File: config.mk
export PLATFORM = sky130hd
export DESIGN_NAME = axi4_lite_dual_master
export DESIGN_NICKNAME = d
export VERILOG_FILES = /design/src/rtl/axi4_lite_dual_master.sv
export SDC_FILE = /design/constraint.sdc
export NUM_CORES = 1
export LEC_CHECK = 0
export ABC_AREA = 0
export CAP_MARGIN = 15
export CORE_AREA = 3 3 119 121
export DETAILED_ROUTE_END_ITERATION = 12
export DIE_AREA = 0 0 122 124
export GPL_ROUTABILITY_DRIVEN = 1
export GPL_TIMING_DRIVEN = 0
export PLACE_DENSITY = 0.88
export SETUP_SLACK_MARGIN = 0.05
export SYNTH_ARGS = -nofsm -noshare
export SYNTH_HDL_FRONTEND = slang
export SYNTH_SLANG_ARGS = --single-unit
File: constraint.sdc
create_clock -name clk -period 2.05 [get_ports clk]
set_clock_uncertainty 0.2 [all_clocks]
set_input_delay 0.205 -clock clk [delete_from_list [all_inputs] [get_ports clk]]
set_output_delay 0.205 -clock clk [all_outputs]
set_load 0.05 [all_outputs]
File: src/rtl/axi4_lite_dual_master.sv
// AXI4-Lite master shared by an instruction fetch port and a data port.
// Round-robin arbitration, one outstanding transaction at a time.
module axi4_lite_dual_master #(
    parameter int DATA_WIDTH = 32,
    parameter int ADDR_WIDTH = 32
) (
    input  logic                      clk,
    input  logic                      reset,
    input  logic                      instr_req_o,
    input  logic [ADDR_WIDTH-1:0]     instr_addr,
    output logic                      instr_gnt_i,
    output logic                      instr_rvalid_i,
    input  logic                      data_req_o,
    input  logic                      data_we_o,
    input  logic [DATA_WIDTH/8-1:0]   data_be,
    input  logic [ADDR_WIDTH-1:0]     data_addr,
    input  logic [DATA_WIDTH-1:0]     data_wdata,
    output logic                      data_gnt_i,
    output logic                      data_rvalid_i,
    output logic [DATA_WIDTH-1:0]     Read_Data,
    output logic                      rsp_err,
    output logic                      AWvalid,
    input  logic                      AWready,
    output logic [ADDR_WIDTH-1:0]     AWaddr,
    output logic                      Wvalid,
    input  logic                      Wready,
    output logic [DATA_WIDTH-1:0]     Wdata,
    output logic [DATA_WIDTH/8-1:0]   Wstrb,
    input  logic                      Bvalid,
    output logic                      Bready,
    input  logic [1:0]                Bresp,
    output logic                      ARvalid,
    input  logic                      ARready,
    output logic [ADDR_WIDTH-1:0]     ARaddr,
    input  logic                      Rvalid,
    output logic                      Rready,
    input  logic [DATA_WIDTH-1:0]     Rdata,
    input  logic [1:0]                Rresp
);

    localparam int BE_W = DATA_WIDTH / 8;

    localparam logic [2:0] IDLE    = 3'd0;
    localparam logic [2:0] AR_WAIT = 3'd1;
    localparam logic [2:0] R_WAIT  = 3'd2;
    localparam logic [2:0] WR_WAIT = 3'd3;
    localparam logic [2:0] B_WAIT  = 3'd4;

    logic [2:0]            state_q, state_d;
    logic                  prio_data_q, prio_data_d;
    logic                  src_data_q, src_data_d;
    logic [ADDR_WIDTH-1:0] addr_q, addr_d;
    logic [DATA_WIDTH-1:0] wdata_q, wdata_d;
    logic [BE_W-1:0]       be_q, be_d;
    logic                  aw_pend_q, aw_pend_d;
    logic                  w_pend_q, w_pend_d;
    logic [DATA_WIDTH-1:0] read_data_q, read_data_d;
    logic                  rsp_err_q, rsp_err_d;

    logic grant_instr;
    logic grant_data;
    logic r_done;
    logic b_done;

    // Grants and completions are gated by reset so nothing fires in a reset cycle.
    always_comb begin
        grant_instr = 1'b0;
        grant_data  = 1'b0;
        if (reset && state_q == IDLE) begin
            if (instr_req_o && data_req_o) begin
                grant_data  = prio_data_q;
                grant_instr = !prio_data_q;
            end else begin
                grant_instr = instr_req_o;
                grant_data  = data_req_o;
            end
        end
        r_done = reset && (state_q == R_WAIT) && Rvalid;
        b_done = reset && (state_q == B_WAIT) && Bvalid;
    end

    always_comb begin
        state_d     = state_q;
        prio_data_d = prio_data_q;
        src_data_d  = src_data_q;
        addr_d      = addr_q;
        wdata_d     = wdata_q;
        be_d        = be_q;
        aw_pend_d   = aw_pend_q;
        w_pend_d    = w_pend_q;
        read_data_d = read_data_q;
        rsp_err_d   = rsp_err_q;
        case (state_q)
            IDLE: begin
                if (grant_instr) begin
                    src_data_d  = 1'b0;
                    addr_d      = instr_addr;
                    prio_data_d = 1'b1;
                    state_d     = AR_WAIT;
                end else if (grant_data) begin
                    src_data_d  = 1'b1;
                    addr_d      = data_addr;
                    wdata_d     = data_wdata;
                    be_d        = data_be;
                    prio_data_d = 1'b0;
                    if (data_we_o) begin
                        aw_pend_d = 1'b1;
                        w_pend_d  = 1'b1;
                        state_d   = WR_WAIT;
                    end else begin
                        state_d = AR_WAIT;
                    end
                end
            end
            AR_WAIT: begin
                if (ARready) state_d = R_WAIT;
            end
            R_WAIT: begin
                if (Rvalid) begin
                    read_data_d = Rdata;
                    rsp_err_d   = (Rresp != 2'b00);
                    state_d     = IDLE;
                end
            end
            WR_WAIT: begin
                // Address and data channels retire independently, possibly in the same cycle.
                aw_pend_d = aw_pend_q && !AWready;
                w_pend_d  = w_pend_q && !Wready;
                if (!aw_pend_d && !w_pend_d) state_d = B_WAIT;
            end
            B_WAIT: begin
                if (Bvalid) begin
                    rsp_err_d = (Bresp != 2'b00);
                    state_d   = IDLE;
                end
            end
            default: state_d = IDLE;
        endcase
    end

    always_ff @(posedge clk) begin
        if (!reset) begin
            state_q     <= IDLE;
            prio_data_q <= 1'b0;
            src_data_q  <= 1'b0;
            addr_q      <= '0;
            wdata_q     <= '0;
            be_q        <= '0;
            aw_pend_q   <= 1'b0;
            w_pend_q    <= 1'b0;
            read_data_q <= '0;
            rsp_err_q   <= 1'b0;
        end else begin
            state_q     <= state_d;
            prio_data_q <= prio_data_d;
            src_data_q  <= src_data_d;
            addr_q      <= addr_d;
            wdata_q     <= wdata_d;
            be_q        <= be_d;
            aw_pend_q   <= aw_pend_d;
            w_pend_q    <= w_pend_d;
            read_data_q <= read_data_d;
            rsp_err_q   <= rsp_err_d;
        end
    end

    assign instr_gnt_i    = grant_instr;
    assign data_gnt_i     = grant_data;
    assign instr_rvalid_i = r_done && !src_data_q;
    assign data_rvalid_i  = b_done || (r_done && src_data_q);

    // Completion data/status are forwarded in the completion cycle, then held.
    assign Read_Data = r_done ? Rdata : read_data_q;
    assign rsp_err   = r_done ? (Rresp != 2'b00) : (b_done ? (Bresp != 2'b00) : rsp_err_q);

    assign ARvalid = (state_q == AR_WAIT);
    assign ARaddr  = addr_q;
    assign Rready  = (state_q == R_WAIT);
    assign AWvalid = aw_pend_q;
    assign AWaddr  = addr_q;
    assign Wvalid  = w_pend_q;
    assign Wdata   = wdata_q;
    assign Wstrb   = be_q;
    assign Bready  = (state_q == B_WAIT);

endmodule

==> results of run 1 <==
==> metal layers <==
layer  global-route usage (%)  routed length [um]
met3                    5.722                1630
met4                    7.003                 250
met1                    28.32                7478
met5                        0                   0
met2                    40.19                9467
==> repair_timing <==
action / 4_1_cts / 5_1_grt
gates cloned: 1 / 3
buffers inserted: 11 / 1
setup endpoints to repair: 79 / 141
gates resized for setup: 340 / 25
pin swaps: 6 / 4
==> power groups by stage <==
stage / sequential, mW / combinational, mW / clock [mW]
after global placement: 2.45 / 2.57 / 0
after global routing: 2.44 / 2.75 / 1.84
final: 2.42 / 2.63 / 1.72
after detailed placement: 2.45 / 2.59 / 0
after CTS: 2.41 / 2.61 / 1.75
after floorplan: 2.92 / 1.12 / 0
==> area by class of cell <==
type / instances / area, um2 / share of cell area, %
repair buffers: 301 / 3072 / 34.82
multi-input cells: 352 / 2484 / 28.16
flip-flops and latches: 108 / 2166 / 24.55
plain buffers: 86 / 574.3 / 6.511
clock buffers: 10 / 239.0 / 2.709
well taps: 176 / 220.2 / 2.496
clock inverters: 6 / 56.30 / 0.6383
inverters: 2 / 7.507 / 0.08511
diodes: 1 / 2.502 / 0.02837
==> worst paths after layout <==
check | startpoint | endpoint | slack (ns) | depth (start not counted)
hold reg to reg | read_data_q[22] | read_data_q[22] | 0.26 | 2
setup reg to reg | state_q[2] | Wdata[8] | 0.14 | 8
setup / recovery | state_q[0] | Read_Data[9] | -0.24 | 6
hold / removal | reset | state_q[0] | 0.04 | 3
==> cell families (layout without fill, tap and decap cells) <==
group                  Yosys count  in the layout  share of synthesized area (%)
and+or+nand+nor                170            171                          16.34
buffers and inverters           90            405                          10.30
muxes                           32             32                          9.198
other                            0              1                              0
DFF                            108            108                          42.38
AOI/OAI and AO/OA              149            149                          21.78
==> sequential cells by signal (all words and copies together) (netlist names) <==
| register | cells |
|---|---|
| ARaddr | 32 |
| Wdata | 32 |
| read_data_q | 32 |
| Wstrb | 4 |
| state_q | 3 |
| AWvalid | 1 |
| Wvalid | 1 |
| prio_data_q | 1 |
| rsp_err_q | 1 |
| src_data_q | 1 |
==> cell usage after synthesis, types with 4 or more instances <==
| library cell | instances | share of area, % |
|---|---|---|
| nor3_1 | 5 | 0.49 |
| nand4_1 | 36 | 4.4 |
| nand2_1 | 106 | 7.8 |
| a32oi_1 | 32 | 5.5 |
| clkbuf_1 | 27 | 2.0 |
| o21ai_0 | 37 | 3.6 |
| a21boi_0 | 26 | 3.8 |
| a21boi_1 | 7 | 1.0 |
| buf_4 | 36 | 5.3 |
| nor3b_1 | 5 | 0.74 |
| mux2_4 | 29 | 8.5 |
| buf_6 | 4 | 0.88 |
| buf_2 | 16 | 1.6 |
| o2bb2ai_1 | 32 | 5.5 |
| nor2b_1 | 4 | 0.49 |
| dfxtp_1 | 108 | 42 |
==> worst max-delay path: stages (launching register included) <==
cell and delay, ns:
dfxtp_2 0.35, and4bb_1 0.31, buf_6 0.15, nand2_8 0.09, clkbuf_16 0.18, mux2_4 0.30
buf_8 0.15
==> cells in the final DEF, fill, tap and decap left out, types with 6 or more instances in the layout <==
cell type	n
a32oi_1	32
clkbuf_1	23
a21boi_1	6
dlygate4sd2_1	32
nand2_1	106
clkbuf_16	11
buf_4	45
nand4_1	36
o21ai_0	36
buf_2	14
a21boi_0	26
o2bb2ai_1	32
dfxtp_1	105
buf_6	38
clkdlybuf4s50_1	211
mux2_4	30
==> stage by stage <==
step                cells  instance area, um2  setup WS, ns  power (mW)
floorplan             549                5124       0.07796       4.047
global placement     1011                8207       -0.8697       5.022
detailed placement   1011                8207       -0.8959       5.042
CTS                  1038                8716       -0.2776       6.778
global route         1042                8821       -0.2604       7.030
finish               1042                8821       -0.2351       6.765
==> run metrics, run 1 <==
CP arrival=1.88 ns; Vias/cell=5.152; ys flop type=dfxtp_1; Root Buffer=clkbuf_16; Overall Global Routing Usage=23.11%; Total Neg Setup Slack=-6.951 ns; WHS=0.03826 ns; Routed Antenna Nets=0; Least-Margin Pin Slew=0.5843 ns; Distinct cells, synth=42; Int Power=4.202 mW; #FFs+latches synth=108; # setup viols final=36; switching share of total power=37.88%; Sw Pwr=2.563 mW; die height=124 um; vias in the first global route=5234; first-pass GRT wire length=27.58 mm; clock share of power=25.4%; Port Buffer Count=286; Via Count=5368; TritonCTS clock tree=done; largest net degree at the start of global routing=20; total iterations of the first detailed-routing run=4; Post-Syn Area=0.005101 mm2; register area share after synthesis=42.38%; combinational share of power=38.9%; type of the most critical hold path=in -> reg; Layout Nets=1006; layout cells sized above 1=20.92%; WP data required=1.64 ns; Iteration-0 DRC Markers=295; crit path launch type=flop; fin. max-slew vios=0; violated checks=setup timing; Fmax=437.6 MHz; status=finished with violations; shortest period the worst path allows=2.285 ns; RSZ-0062 raised after global routing=true; Post-Synthesis Cells=549; die width=122 um; grt ovf=0; Synth Area per Inst=9.292 um2; crit path kind=reg -> out; Initial Utilization=38.67%; Clk Latency, worst-skew pair=0.34 ns; Worst VDD drop=0.4702 mV; initial antenna violation count=1; clock slew at reported path FFs=0.07 ns; gpl congestion=0.7972; count of flip-flops with a built-in enable after synthesis=0; Final Util=66.88%; num ports=288; CP Capture Type=primary output; Routed WL=18.83 mm; final hold violations=0; WL per Instance=18.07 um; crit path max fanout=5; hold_buf cts=0; Layout area overhead=72.92%; Rel. slew slack=61.20%; residual DRC count=0; period utilization=111.5%; Async SR Flop Fraction=0%; Longest Clk Path Bufs=2; Power Density=766.9 mW/mm2; clock buffer count from CTS=9; Leakage=3.591 nW; Num Clock Sinks=108; post-DP HPWL=13.58 mm; Syn Nets=695; Reg power frac=35.7%; max cap viols=0; Die ar.=0.01513 mm2; # rows=42; Filler Cell Count=1026; total of warnings raised by yosys=0; H-tree depth=3; Core Area=0.01319 mm2; setup ws final=-0.2351 ns
Note: power is estimated with default switching activity, not from simulation.
==> inputs of run 2 (changes only) <==
Settings changed: SKIP_CTS_REPAIR_TIMING set to 1.
==> run 2 against run 1 <==
Against the previous run:
- register-to-register slack hardly changed
- combinational power is 2% higher
- sequential share of layout area is 0.24 points lower
- highest routed layer unchanged
- via count is 0.34% lower
- die area stayed put
- largest power group unchanged
- the flow still finishes with violations (setup timing)
- sequential cell count stayed put
- non-clock buffer count is 7 higher
- count of clock-buffer cells in the layout stayed put
- final cell count is 0.58% higher
==> run metrics, run 2 (synthesis gave the netlist of run 1 again) <==
status=finished with violations; violated checks=setup timing; # setup viols final=36; vias in the first global route=5054; grt ovf=0; Leakage=3.985 nW; die width=122 um; CP arrival=1.96 ns; clock slew at reported path FFs=0.08 ns; Initial Utilization=38.67%; Layout area overhead=74.39%; Die ar.=0.01513 mm2; Iteration-0 DRC Markers=271; most frequent cells in the layout=clkdlybuf4s50_1 (211), dfxtp_1 (107), nand2_1 (106), buf_4 (53); r2r startpoint=state_q[2]; Routed WL=18.25 mm; CP startpoint=state_q[2]; Overall Global Routing Usage=22.23%; H-tree depth=3; max cap viols=0; Worst VDD drop=0.4710 mV; WL per Instance=17.42 um; commonest non-fill, non-tap cell in the layout=clkdlybuf4s50_1; Rel. slew slack=59.26%; Setup crit end=Read_Data[30]; die height=124 um; WP data required=1.64 ns; total iterations of the first detailed-routing run=4; largest net degree at the start of global routing=20; Layout Nets=1012; pre-CTS setup slack=-0.8959 ns; WHS=0.03168 ns; fin. max-slew vios=0; gpl congestion=0.7972; Fmax=422.0 MHz; Root Buffer=clkbuf_16; Routed Antenna Nets=0; crit path launch type=flop; Max stage delay on crit path=0.33 ns; type of the most critical hold path=in -> reg; Clk Latency, worst-skew pair=0.34 ns; Vias/cell=5.105; clock buffer count from CTS=9; initial antenna violation count=1; reg2reg end=Wdata[8]; TritonCTS clock tree=done; Power Density=763.9 mW/mm2; CP max stage cell=dfxtp_2; Longest Clk Path Bufs=2; worst reg2reg path depth=8; setup ws final=-0.3199 ns; post-DP HPWL=13.58 mm; CP Capture Type=primary output; residual DRC count=0; Num Clock Sinks=108; crit-path cells=buf_8 -> and4bb_2 -> buf_6 -> nand2_8 -> clkbuf_16 -> mux2_4 -> buf_8; Via Count=5350; crit path max fanout=7; Final Instance Area=0.008896 mm2; crit path kind=reg -> out; shortest period the worst path allows=2.370 ns; placed inst area=0.008207 mm2; period utilization=115.6%; layout cells sized above 1=21.24%; flop-to-flop setup slack=0.13 ns; final hold violations=0; RSZ-0062 raised after global routing=true; num ports=288; Least-Margin Pin Slew=0.6101 ns; first-pass GRT wire length=26.65 mm; Port Buffer Count=286; CP dominant cell by count=buf_8; # rows=42; Filler Cell Count=1019; Core Area=0.01319 mm2
## run 2: cell count changes in the layout (fill, tap and decap cells not counted), moves of 4 or more
cell | previous run | this run
buf_4 | 45 | 53
dlymetal6s2s_1 | 3 | 35
clkbuf_2 | 3 | 7
dlygate4sd2_1 | 32 | 0
a21boi_0 | 26 | 21
a21boi_1 | 6 | 11
## run 2: worst min path at each step
stage	from	endpoint	slack, ns	depth (start not counted)
finish	reset	state_q[0]	0.03	3
global route	reset	state_q[0]	0.06	3
detailed placement	read_data_q[23]	read_data_q[23]	0.25	2
CTS	reset	state_q[0]	0.005	3
floorplan	data_we_o	AWvalid	0.13	1
global placement	read_data_q[7]	read_data_q[7]	0.24	2
## run 2: report_power, final
part	leakage, nW	total, mW	switching [mW]	internal, mW
Clock	0.143	1.71	0.832	0.883
Combinational	2.96	2.67	1.59	1.08
Sequential	0.882	2.41	0.132	2.28
## run 2: layer usage
metal / vias up / wire length (um) / global-route usage (%)
met5: - / 0 / 0
met4: 0 / 272 / 6.793
met3: 18 / 1531 / 5.631
met2: 229 / 9031 / 37.85
met1: 2505 / 7418 / 27.81
li1: 2598 / - / -
## run 2: area by class of cell
type                       count  area, um2  area share (%)
clock inverter                 6      56.30          0.6329
multi-input combinational    351       2469           27.75
timing repair buffer         307       3166           35.58
tap                          176      220.2           2.475
antenna                        1      2.502         0.02813
clock buffer                  10      239.0           2.686
buffer                        87      573.1           6.442
sequential                   108       2163           24.32
inverter                       2      7.507         0.08439
## run 2: per-stage QoR
step	power, mW	std cells	util (%)	setup TNS, ns
floorplan	4.047	549	-	0
CTS	6.763	1027	64.46	-33.51
finish	6.796	1048	67.44	-10.21
global placement	5.022	1011	62.22	-36.67
detailed placement	5.042	1011	62.22	-38.64
global route	7.079	1048	67.44	-12.37
## run 2: worst max-delay path: cells and delay by family, from the launching register on
family	cells	cell delay, ns
buffers and inverters	4	0.59
DFF	1	0.33
muxes	1	0.30
and+or+nand+nor	2	0.41
